File: src/rtl/serial_word_receiver_pkg.sv
// Shared definitions for the serial word receiver: FSM encoding and word slots.
package serial_word_receiver_pkg;

    typedef enum logic [1:0] {
        ST_IDLE = 2'd0,
        ST_RECV = 2'd1,
        ST_DONE = 2'd2
    } state_t;

    localparam int N_WORDS = 4;

    localparam logic [1:0] W_A = 2'd0;
    localparam logic [1:0] W_B = 2'd1;
    localparam logic [1:0] W_C = 2'd2;
    localparam logic [1:0] W_D = 2'd3;

endpackage

File: src/rtl/serial_word_receiver_reg_ser_par.sv
// Serial-in shift register. Presents the word it would hold after the current bit,
// so the caller can capture a completed word on the same edge as its last bit.
module reg_ser_par #(
    parameter int WORD_W    = 4,
    parameter bit MSB_FIRST = 1'b1
) (
    input  logic              clk,
    input  logic              clr_n,
    input  logic              en,
    input  logic              din,
    output logic [WORD_W-1:0] word
);

    logic [WORD_W-1:0] sr;

    always_comb begin
        if (MSB_FIRST) word = {sr[WORD_W-2:0], din};
        else           word = {din, sr[WORD_W-1:1]};
    end

    // NOTE: clocked state uses non-blocking (<=) so every register samples pre-edge values.
    always_ff @(posedge clk or negedge clr_n) begin
        if (!clr_n)  sr <= '0;
        else if (en) sr <= word;
    end

endmodule

File: src/rtl/serial_word_receiver.sv
// Deserialises a 4-word frame into A..D_out and hands it to the consumer with a
// valid/ack handshake; bits arriving while a frame is pending set a sticky overrun.
module serial_word_receiver
    import serial_word_receiver_pkg::*;
#(
    parameter int WORD_W    = 4,
    parameter bit MSB_FIRST = 1'b1
) (
    input  logic              clk,
    input  logic              clr_n,
    input  logic              rx_data,
    input  logic              rx_en,
    input  logic              ack,
    output logic [WORD_W-1:0] A_out,
    output logic [WORD_W-1:0] B_out,
    output logic [WORD_W-1:0] C_out,
    output logic [WORD_W-1:0] D_out,
    output logic [1:0]        word_idx,
    output logic              busy,
    output logic              valid,
    output logic              overrun
);

    localparam int              CNT_W    = $clog2(WORD_W);
    localparam logic [CNT_W-1:0] LAST_BIT = CNT_W'(WORD_W - 1);

    state_t            state, state_next;
    logic [CNT_W-1:0]  bit_cnt;
    logic [WORD_W-1:0] word;
    logic              accept;
    logic              word_done;
    logic              frame_done;

    // Bits are taken in IDLE and RECV; in DONE they are dropped and only flag overrun.
    assign accept     = rx_en && (state != ST_DONE);
    assign word_done  = rx_en && (state == ST_RECV) && (bit_cnt == LAST_BIT);
    assign frame_done = word_done && (word_idx == W_D);

    reg_ser_par #(
        .WORD_W    (WORD_W),
        .MSB_FIRST (MSB_FIRST)
    ) u_shift (
        .clk   (clk),
        .clr_n (clr_n),
        .en    (accept),
        .din   (rx_data),
        .word  (word)
    );

    always_ff @(posedge clk or negedge clr_n) begin
        if (!clr_n) state <= ST_IDLE;
        else        state <= state_next;
    end

    // NOTE: every combinational output gets a default first, so no path can infer a latch.
    always_comb begin
        state_next = state;
        case (state)
            ST_IDLE: if (rx_en)      state_next = ST_RECV;
            ST_RECV: if (frame_done) state_next = ST_DONE;
            ST_DONE: if (ack)        state_next = ST_IDLE;
            default:                 state_next = ST_IDLE;
        endcase
    end

    always_comb begin
        busy  = (state == ST_RECV);
        valid = (state == ST_DONE);
    end

    always_ff @(posedge clk or negedge clr_n) begin
        if (!clr_n) begin
            bit_cnt  <= '0;
            word_idx <= W_A;
        end else if (accept) begin
            bit_cnt <= (bit_cnt == LAST_BIT) ? '0 : bit_cnt + 1'b1;
            if (word_done) word_idx <= word_idx + 2'd1;
        end
    end

    always_ff @(posedge clk or negedge clr_n) begin
        if (!clr_n) begin
            A_out <= '0;
            B_out <= '0;
            C_out <= '0;
            D_out <= '0;
        end else if (word_done) begin
            case (word_idx)
                W_A: A_out <= word;
                W_B: B_out <= word;
                W_C: C_out <= word;
                W_D: D_out <= word;
            endcase
        end
    end

    // A bit on the ack edge wins: the overrun stays visible after the handshake.
    always_ff @(posedge clk or negedge clr_n) begin
        if (!clr_n)                  overrun <= 1'b0;
        else if (state == ST_DONE) begin
            if (rx_en)               overrun <= 1'b1;
            else if (ack)            overrun <= 1'b0;
        end
    end

endmodule

File: config.mk
export PLATFORM = sky130hd
export DESIGN_NAME = serial_word_receiver
export DESIGN_NICKNAME = d
export VERILOG_FILES = /design/src/rtl/serial_word_receiver_pkg.sv /design/src/rtl/serial_word_receiver_reg_ser_par.sv /design/src/rtl/serial_word_receiver.sv
export SDC_FILE = /design/constraint.sdc
export NUM_CORES = 1
export LEC_CHECK = 0
export CAP_MARGIN = 40
export CORE_ASPECT_RATIO = 1.25
export CORE_UTILIZATION = 49
export DETAILED_ROUTE_END_ITERATION = 7
export PLACE_DENSITY = 0.79
export SYNTH_ARGS = -nofsm -noshare
export SYNTH_HDL_FRONTEND = slang
export SYNTH_HIERARCHICAL = 1
export SYNTH_SLANG_ARGS = --single-unit
File: constraint.sdc
create_clock -name clk -period 1.57 [get_ports clk]
set_input_delay 0.157 -clock clk [delete_from_list [all_inputs] [get_ports clk]]
set_output_delay 0.157 -clock clk [all_outputs]
set_load 0.01 [all_outputs]
Word level (Yosys, flattened, before mapping)
Index checks and enable logic that the tools add are counted.

word-level totals
  word-level logic and storage cells = 42
  memories = 0
  output and inout bits = 21
  RAM bits = 0
  memory bits (read-only) = 0
  input port bits = 5
  register bits = 26
  bits in latches = 0

operators by class
  $add $sub $neg = 2
  multiply operators = 0
  bitwise gates (word level) = 0
  equality and inequality tests = 10
  shift-type cells = 0
  reduce and logical (&&, ||, !) cells = 14
  mux-type cells = 7
  divide/modulo/power cells = 0
  magnitude comparators = 0

operator list
  kind                   count
  $reduce_and A2 Y1      6
  $eq A2 B2 Y1 const B   4
  $mux W2                4
  $ne A2 B2 Y1 const B   3
  $pmux W2 S3            1
  $add A2 B1 Y2 const B  2
  $eq A2 B1 Y1 const B   2
  $logic_and A1 B1 Y1    4
  $logic_not A2 Y1       2
  $reduce_and A3 Y1      1
  $mux W1                2
  $ne A2 B1 Y1 const B   1
  $reduce_bool A2 Y1     1

Depth between registers and ports, before layout
Gate-level depths: netlist (run 1).

  depth in word-level cells = 6
  depth in mapped cells = 5

Modules after synthesis
The synthesis (run 1) kept the hierarchy.

by module, submodules not included
  module                instances  cells an instance  seq. area each (µm²)  area an instance (µm²)
  serial_word_receiver  1          68                 575.6                 1054.8
  reg_ser_par           1          7                  75.1                  116.4

Worst setup path before layout (run 1)
No wires, ideal clock.

  path kind = reg-to-reg
  start point = register bit_cnt[0]
  end point = register D_out[0]
  required time = 1.445 ns
  path buffers = 1
  stages on the path, launching flop included = 6
  clock period less this slack = 1.427 ns
  data arrival time = 1.302 ns
  setup slack = 0.143 ns
  cell sequence = dfrtp_1 > ha_1 > and4b_1 > buf_6 > nand2_4 > mux2_4

on the way
  word-level cells in the longest chain between the ends = 3

ends and longest elaborated chain
  item                                line                        source
  start: declaration                  serial_word_receiver.sv:28  logic [CNT_W-1:0] bit_cnt;
  start signal: assignment            serial_word_receiver.sv:76  bit_cnt <= (bit_cnt == LAST_BIT) ? '0 : bit_cnt + 1'b1;
  $eq A2 B2 Y1                        serial_word_receiver.sv:36  assign word_done = rx_en && (state == ST_RECV) && (bit_cnt == LAST_BIT);
  $logic_and A1 B1 Y1                 serial_word_receiver.sv:36
  $reduce_and A2 Y1 (no source line)  --
  end signal: assignment              serial_word_receiver.sv:92  W_D: D_out <= word;
  end: declaration                    serial_word_receiver.sv:17  output logic [WORD_W-1:0] D_out,

No other way between the ends.
A chain may end at the register's enable or synchronous reset.

Worst setup path in the final report (run 1)
  start point = register bit_cnt[0]
  end point = register B_out[1]

on the way
  word-level cells in the longest chain between the ends = 3

ends and longest elaborated chain
  item                                line                        source
  $eq A2 B2 Y1                        serial_word_receiver.sv:36
  $logic_and A1 B1 Y1                 serial_word_receiver.sv:36
  $reduce_and A2 Y1 (no source line)  --
  end signal: assignment              serial_word_receiver.sv:90  W_B: B_out <= word;
  end: declaration                    serial_word_receiver.sv:15  output logic [WORD_W-1:0] B_out,

No other way between the ends.

==> results of run 1 <==
[path summary, 6_finish.rpt]
path,startpoint,to,cells past startpoint
max in group asynchronous,clr_n,D_out[1],2
min in group clk,ack,state[1],2
min reg2reg,A_out[3],A_out[3],1
max,bit_cnt[0],B_out[1],5
max reg2reg,bit_cnt[0],B_out[1],5
min,clr_n,A_out[1],2
[registers in the layout (all words and copies together), names as in the netlist]
signal	flops
overrun	1
word_idx	2
C_out	4
B_out	4
bit_cnt	2
u_shift/sr	3
D_out	4
A_out	4
state	2
[metal layers]
metal  vias to the layer above  GRT usage, %  part of all wire, %
met1                       313          23.1                   45
met5                         -             0                    0
li1                        319             -                    -
met4                         0          8.82                  1.1
met2                        21          26.5                   49
met3                         2          2.89                  4.0
[Yosys cell counts]
master / instances / area, um^2
dfrtp_1: 26 / 651
mux2_4: 16 / 240
ha_1: 5 / 62.6
mux2_2: 5 / 56.3
inv_1: 4 / 15.0
nand2_4: 4 / 45.0
nand2_1: 3 / 11.3
o21ai_0: 2 / 10.0
a22o_2: 1 / 10.0
a41oi_1: 1 / 8.76
and4b_1: 1 / 10.0
buf_4: 1 / 7.51
buf_6: 1 / 11.3
nand2b_1: 1 / 6.26
nor2_1: 1 / 3.75
nor2b_1: 1 / 6.26
o21bai_1: 1 / 7.51
xnor2_1: 1 / 8.76
[kinds of logic (layout without fill, tap and decap cells)]
family	after synthesis	count (layout)
simple gates	11	11
xor+xnor	1	1
flops	26	26
fa+ha+maj	5	5
buf+inv	6	38
compound gates	5	5
mux	21	21
[through the flow]
step / util (%) / hold slack (ns)
4_1_cts: 68.3 / 0.197
3_5_place_dp: 66.7 / 0.500
5_1_grt: 68.4 / 0.224
2_1_floorplan: - / -0.139
6_report: 68.4 / 0.197
3_3_place_gp: 66.7 / 0.488
[cell type report]
type	count	share of cell area, %
well taps	31	2.54
flip-flops and latches	26	42.6
inverters	4	0.983
repair buffers	30	19.5
multi-input cells	43	32.0
clock buffers	4	2.38
[repair_timing]
item                                    in CTS  in global routing
cloned                                       0                  0
resized for setup                            2                  1
endpoints found under the setup margin       2                  2
[cells in the final DEF (no fill, tap or decap)]
master,synthesis,final
nand2_4,4,4
dfrtp_1,26,26
buf_12,0,1
mux2_4,16,16
ha_2,0,1
nand2_1,3,3
o21ai_0,2,2
nand2b_1,1,1
nor2_1,1,1
xnor2_1,1,1
buf_4,1,4
clkbuf_8,0,1
dlygate4sd2_1,0,2
o21bai_1,1,1
clkdlybuf4s50_1,0,23
a41oi_1,1,1
a22o_2,1,1
inv_1,4,4
and4b_1,1,1
mux2_2,5,5
clkbuf_4,0,3
ha_1,5,4
nor2b_1,1,1
[report_power, final]
part / switching [uW] / leakage, uW / internal, uW
registers: 209 / 0.000320 / 959
clock network: 182 / 0.0000210 / 142
logic: 467 / 0.000439 / 902
[critical path: stages (launching register included)]
cell and delay, ns:
dfrtp_1 0.42, ha_2 0.19, and4b_1 0.22, buf_12 0.15, nand2_4 0.10, mux2_4 0.30
==> metrics.txt, run 1 <==
hold buffers post-CTS 0; outcome completed; Fillers 182; Pwr Density 1870 mW/mm^2; largest net degree at the start of global routing 27; Via Count 655; Hold Path Class in2async; DP Worst Slack 0.0151 ns; placed cells 134; Final Power 2860 uW; Worst EP required 1.78 ns; GR Util All Layers 17.3%; Final setup violation count 0; Boundary Pins 26; Die X 45.7 um; final WL 1.87 mm; clock latency on the worst-skew pair 0.31 ns; H-tree lvl count 1; largest family of logic cells by synthesized area multiplexers; Gate Count Post-Synth 75; DRC viols 0; Hold Violations, Final 0; port bufs 25; total die area 0.00259 mm^2; total global routing overflow 0; DPL Wire Length 1.42 mm; Fin Setup TNS 0 ns; first-pass GRT wire length 3.17 mm; initial antenna violation count 0; post-synthesis mux area share 25.3%; slew margin rel. 78.7%; Worst Setup Start Kind flop; # nets final 118; TritonRoute pass-1 iters 4; Synth Warn # 6; Final Max Tran Viols 0; Synth Area in Compound Gates 3.10%; # rows 19; Avg Synthesized Cell Area 15.6 um^2; Leakage 0.000780 uW; Final Cell Area 0.00153 mm^2; Root Buffer clkbuf_4; XOR/XNOR Fraction of Synth Area 0.748%; register area 651 um^2; TritonCTS clock tree built; WP data arrival 1.70 ns; Post-Syn Area 0.00117 mm^2; Final Skew 0.00272 ns; Tmin final 1.49 ns; Initial Utilization 52.4%; CTS sink count 26; Initial DRC Count 14; multi-input logic area 489 um^2; cts bufs inserted 3; DR WL/cell 13.5 um; maximum VDD drop 1.23 mV; unrepaired setup endpoints after global routing false; Placement Cell Area 0.00149 mm^2; die height 56.7 um; core area 0.00223 mm^2; CP Max Fanout 5; Max Cap Viol 0; via density per instance 4.75; fin worst setup slack 0.0824 ns; Post-Synth Simple-Gate Area 7.05%; fin crit share 94.8%; f_max 0.672 GHz; CP Capture Type flop; clk slew on worst S/H paths 0.13 ns; number of global-route vias before repair 671; syn nets 85; Layout area overhead 30.4%; fin cells 138; RD Place Congestion 0.712; Yosys cell types 18; Post-CTS Setup Bufs 0; Adder-Cell Fraction of Synth Area 5.34%; diode count 0; Seq/Total Area, Yosys 55.6%; Final ANT Viol Nets 0; worst setup path class reg2reg; Max clock buf depth 2; share of layout cells above drive strength 1 33.6%; measured slew at the worst slew-check pin 0.319 ns; slack of the worst reg-to-reg path 0.08 ns; FF+latch count, synth 26
No activity file was read; power rests on OpenSTA's default activity.
==> inputs of run 2 (changes only) <==
CORE_UTILIZATION = 52   (was 49)
PLACE_DENSITY = 0.83   (was 0.79)
clock period = 1.8 ns   (was 1.57 ns; I/O delays follow)
==> run 2 against run 1 <==
Routed wire length is 0.21% lower; worst setup slack gained 0.0085 ns; die area decreased by 5.5%; flip-flop and latch count stayed put; first-iteration DRC count down 86%; core utilization increased by 6.3 points; global-route usage increased by 0.89 points; sequential power shrank 14%; combinational power fell by 13%; clock skew grew 0.00081 ns; non-clock buffer count did not move; power shrank 9.5%; critical path type is now reg2out; critical endpoint is now valid; largest power group unchanged.
==> metrics.txt, run 2 (same netlist as run 1, synthesis figures left out) <==
outcome completed (unchanged); clock power share 15.2% (was 11.3%); total die area 0.00245 mm^2 (was 0.00259 mm^2); Final Max Tran Viols 0 (unchanged); CTS sink count 26 (unchanged); Initial DRC Count 2 (was 14); Layout area overhead 30.7% (was 30.4%); Fin Setup TNS 0 ns (unchanged); Worst Setup Start Kind flop (unchanged); Max Cap Viol 0 (unchanged); post-CTS sizing 0 (was 2); TritonCTS clock tree built (unchanged); Tmin final 1.71 ns; number of global-route vias before repair 666 (was 671); switching pwr 752 uW (was 858 uW); diode count 0 (unchanged); Fillers 142 (was 182); Root Buffer clkbuf_4 (unchanged); clk slew on worst S/H paths 0.13 ns (about the same); Final setup violation count 0 (unchanged); Pwr Density 1690 mW/mm^2 (was 1870 mW/mm^2); RD Place Congestion 0.678 (was 0.712); CP Capture Type primary output (was flop); Flop pwr share 38.8% (was 40.8%); hold buffers post-CTS 0 (unchanged); H-tree lvl count 1 (unchanged); # nets final 118 (unchanged); DRC viols 0 (unchanged); TritonRoute pass-1 iters 4 (unchanged); initial antenna violation count 0 (unchanged); combinational share of power 46.0% (was 47.9%); Cell Int Power 1840 uW (was 2000 uW); most common cell after layout, fill and taps aside dfrtp_1 (unchanged); core area 0.00205 mm^2 (was 0.00223 mm^2); M2 GR Usage 29.4% (was 26.5%); met3 Use GR 1.95% (was 2.89%); Worst EP required 1.62 ns (was 1.78 ns); cts bufs inserted 3 (unchanged); commonest non-fill, non-tap cells in the layout dfrtp_1, clkdlybuf4s50_1, mux2_4 (unchanged); # rows 18 (was 19); Boundary Pins 26 (unchanged); GR Util All Layers 18.2% (was 17.3%); DPL Wire Length 1.40 mm (was 1.42 mm); Final ANT Viol Nets 0 (unchanged); maximum VDD drop 1.08 mV (was 1.23 mV); Initial Utilization 57.1% (was 52.4%); first-pass GRT wire length 3.13 mm (was 3.17 mm); met1 Resource Use GR 24.4% (was 23.1%); DR WL/cell 13.6 um (was 13.5 um); busiest grt layer met2 (unchanged); CP Max Fanout 3 (was 5); Die X 44.4 um (was 45.7 um); Hold Violations, Final 0 (unchanged); Final Power 2590 uW (was 2860 uW); worst setup path class reg2out (was reg2reg); port bufs 25 (unchanged); fin crit share 94.9%; WP data arrival 1.53 ns (was 1.70 ns); Hold Path Class in2async (unchanged); Max clock buf depth 2 (unchanged); Post-CTS Setup Bufs 0 (unchanged); die height 55.1 um (was 56.7 um); total global routing overflow 0 (unchanged); switch share 29.0% (was 30.0%); f_max 0.585 GHz; measured slew at the worst slew-check pin 0.322 ns (was 0.319 ns); slew margin rel. 78.5% (was 78.7%); clock latency on the worst-skew pair 0.31 ns (about the same); Leakage 0.000781 uW (was 0.000780 uW); share of layout cells above drive strength 1 32.7% (was 33.6%); Via Count 654 (was 655); largest net degree at the start of global routing 27 (unchanged); Final Skew 0.00353 ns (was 0.00272 ns); via density per instance 4.77 (was 4.75); final WL 1.86 mm (was 1.87 mm)
## run 2: cell count changes in the layout (fill, tap and decap cells not counted)
cell             before  now
buf_12                1    0
buf_4                 4    5
bufinv_16             0    1
clkbuf_8              1    0
clkdlybuf4s50_1      23   25
dlygate4sd2_1         2    0
ha_1                  4    5
ha_2                  1    0
## run 2: final cells by class
type | count | area (um^2) | share of cell area, %
clock inverter | 1 | 30.0 | 1.96
timing repair buffer | 30 | 288 | 18.8
sequential | 26 | 651 | 42.5
clock buffer | 3 | 22.5 | 1.47
tap | 30 | 37.5 | 2.45
multi-input combinational | 43 | 487 | 31.8
inverter | 4 | 15.0 | 0.981
## run 2: worst paths after layout
kind                             from  depth (start not counted)  slack, ns          end
max                          state[0]                          3       0.09        valid
min in group clk                  ack                          2       0.47     state[1]
max reg2reg                bit_cnt[0]                          5       0.27     D_out[0]
max in group asynchronous       clr_n                          2       1.34     A_out[0]
min                             clr_n                          2       0.21  word_idx[0]
min reg2reg                  C_out[3]                          1       0.53     C_out[3]
## run 2: power groups by stage
| stage | clock [uW] | sequential, uW | combinational (uW) |
|---|---|---|---|
| floorplan | 0 | 1090 | 560 |
| global placement | 0 | 1020 | 1150 |
| detailed placement | 0 | 1030 | 1190 |
| CTS | 398 | 1020 | 1190 |
| global route | 424 | 1040 | 1290 |
| finish | 392 | 1010 | 1190 |
## run 2: critical path: stages (launching register included)
cell	delay [ns]
dfrtp_1	0.40
nand2b_1	0.17
inv_1	0.10
clkdlybuf4s50_1	0.55
## run 2: per-layer routing
| layer | vias up | wire length [um] | share of wire (%) |
|---|---|---|---|
| li1 | 319 | - | - |
| met1 | 312 | 846 | 45 |
| met2 | 19 | 924 | 50 |
| met3 | 4 | 57 | 3.1 |
| met4 | 0 | 33 | 1.8 |
| met5 | - | 0 | 0 |
## run 2: through the flow
step / area, um^2 / setup slack, ns / hold slack [ns] / instances / utilization (%)
after CTS: 1520 / 0.0366 / 0.222 / 136 / 74.3
final: 1530 / 0.0909 / 0.213 / 137 / 74.7
after floorplan: 1170 / 0.373 / -0.116 / 75 / -
after global routing: 1530 / -0.00762 / 0.217 / 137 / 74.7
after global placement: 1470 / 0.240 / 0.491 / 132 / 71.7
after detailed placement: 1470 / 0.241 / 0.494 / 132 / 71.7
==> inputs of run 3 (changes only) <==
CORE_UTILIZATION = 50   (was 52)
PLACE_DENSITY = 0.8   (was 0.83)
==> run 3 against run 2 <==
Routed wire length increased by 1.5%; worst hold slack got worse by 0.0058 ns; worst setup slack improved by 0.13 ns; combinational power about the same; sequential power about the same; die area increased by 3.8%; register-to-register slack about the same; largest power group unchanged; highest routed layer unchanged.
==> metrics.txt, run 3 (same netlist as run 1, synthesis figures left out) <==
outcome completed (unchanged); fin worst setup slack 0.219 ns (was 0.0909 ns); via density per instance 4.84 (was 4.77); slew margin rel. 78.4% (was 78.5%); Initial DRC Count 6 (was 2); clk slew on worst S/H paths 0.14 ns (was 0.13 ns); Worst EP required 1.62 ns (about the same); Final Skew 0.0106 ns (was 0.00353 ns); Max clock buf depth 2 (unchanged); CTS sink count 26 (unchanged); peak per-stage delay on the critical path 0.54 ns (was 0.55 ns); # nets final 118 (unchanged); Fillers 168 (was 142); clock latency on the worst-skew pair 0.32 ns (was 0.31 ns); Boundary Pins 26 (unchanged); TritonCTS clock tree built (unchanged); CP cell instances nor2b_1 -> clkdlybuf4s50_1 (was nand2b_1 -> inv_1 -> clkdlybuf4s50_1); H-tree lvl count 1 (unchanged); Final Util 69.4% (was 74.7%); largest net degree at the start of global routing 27 (unchanged); Layout area overhead 31.0% (was 30.7%); initial antenna violation count 0 (unchanged); Leakage 0.000800 uW (was 0.000781 uW); Worst Setup Start Kind flop (unchanged); measured slew at the worst slew-check pin 0.325 ns (was 0.322 ns); CP Capture Type primary output (unchanged); worst setup path class reg2out (unchanged); most common cell after layout, fill and taps aside dfrtp_1 (unchanged); Final Power 2590 uW (about the same); # rows 19 (was 18); DRC viols 0 (unchanged); port bufs 25 (unchanged); Final ANT Viol Nets 0 (unchanged); share of layout cells above drive strength 1 32.7% (unchanged); Via Count 668 (was 654); Fin Setup TNS 0 ns (unchanged); total global routing overflow 0 (unchanged); total die area 0.00254 mm^2 (was 0.00245 mm^2); core area 0.00221 mm^2 (was 0.00205 mm^2); DPL Wire Length 1.40 mm (about the same); Hold Violations, Final 0 (unchanged); f_max 0.633 GHz (was 0.585 GHz); Initial Utilization 53.0% (was 57.1%); Hold Path Class in2async (unchanged); Final Max Tran Viols 0 (unchanged); Die X 45.3 um (was 44.4 um); unrepaired setup endpoints after global routing false; Worst Path Buf+Inv 1 (was 2); fin cells 138 (was 137); GR Util All Layers 17.1% (was 18.2%); DP Worst Slack 0.208 ns (was 0.241 ns); maximum VDD drop 0.941 mV (was 1.08 mV); Root Buffer clkbuf_4 (unchanged); DR WL/cell 13.7 um (was 13.6 um); WP data arrival 1.40 ns (was 1.53 ns); Max Cap Viol 0 (unchanged); Tmin final 1.58 ns (was 1.71 ns); Slowest cell on crit path clkdlybuf4s50_1 (unchanged); number of global-route vias before repair 666 (unchanged); first-pass GRT wire length 3.12 mm (was 3.13 mm); final WL 1.89 mm (was 1.86 mm); RD Place Congestion 0.689 (was 0.678); TritonRoute pass-1 iters 3 (was 4); Final setup violation count 0 (unchanged); Top delay family on crit path buffers and inverters (unchanged); die height 56.1 um (was 55.1 um); CP Max Fanout 4 (was 3); cts bufs inserted 3 (unchanged); diode count 0 (unchanged); Pwr Density 1690 mW/mm^2 (about the same); commonest non-fill, non-tap cells in the layout dfrtp_1, clkdlybuf4s50_1, mux2_4 (unchanged); fin crit share 87.8% (was 94.9%); placed cells 133 (was 132)
==> run 3: worst paths after layout <==
kind | cells after the start | endpoint | slack [ns] | start
setup reg to reg | 5 | D_out[2] | 0.27 | bit_cnt[0]
hold reg to reg | 1 | overrun | 0.52 | overrun
min in group clk | 2 | state[1] | 0.45 | ack
setup / recovery | 2 | busy | 0.22 | state[1]
hold / removal | 2 | D_out[0] | 0.21 | clr_n
max in group asynchronous | 2 | u_shift/sr[0] | 1.34 | clr_n
==> run 3: through the flow <==
| stage | hold slack [ns] | instance area [um^2] |
|---|---|---|
| after global placement | 0.487 | 1470 |
| final | 0.207 | 1530 |
| after CTS | 0.209 | 1520 |
| after global routing | 0.214 | 1530 |
| after floorplan | -0.116 | 1170 |
| after detailed placement | 0.488 | 1470 |
==> run 3: repair_timing <==
item | CTS | global route
hold buffers | 0 | 0
setup endpoints to repair | 0 | 1
buffers inserted | 0 | 1
resized for setup | 0 | 1
==> run 3: area by class of cell <==
class | instances | area [um^2] | area share [%]
inverters | 4 | 15.0 | 0.979
repair buffers | 30 | 290 | 18.9
well taps | 31 | 38.8 | 2.53
flip-flops and latches | 26 | 651 | 42.4
clock buffers | 3 | 22.5 | 1.47
multi-input cells | 43 | 487 | 31.7
clock inverters | 1 | 30.0 | 1.96
==> run 3: power breakdown <==
| part | switching, uW | internal [uW] |
|---|---|---|
| sequential | 174 | 836 |
| combinational | 408 | 774 |
| clock | 172 | 225 |
| total | 754 | 1840 |
==> run 3: per-layer routing <==
layer	part of all wire (%)	track usage, %	vias to the layer above	wire length (um)
li1	-	-	323	-
met1	46	22.6	327	865
met2	49	26.1	14	927
met3	2.6	2.92	4	50
met4	2.5	9.09	0	47
met5	0	0	-	0
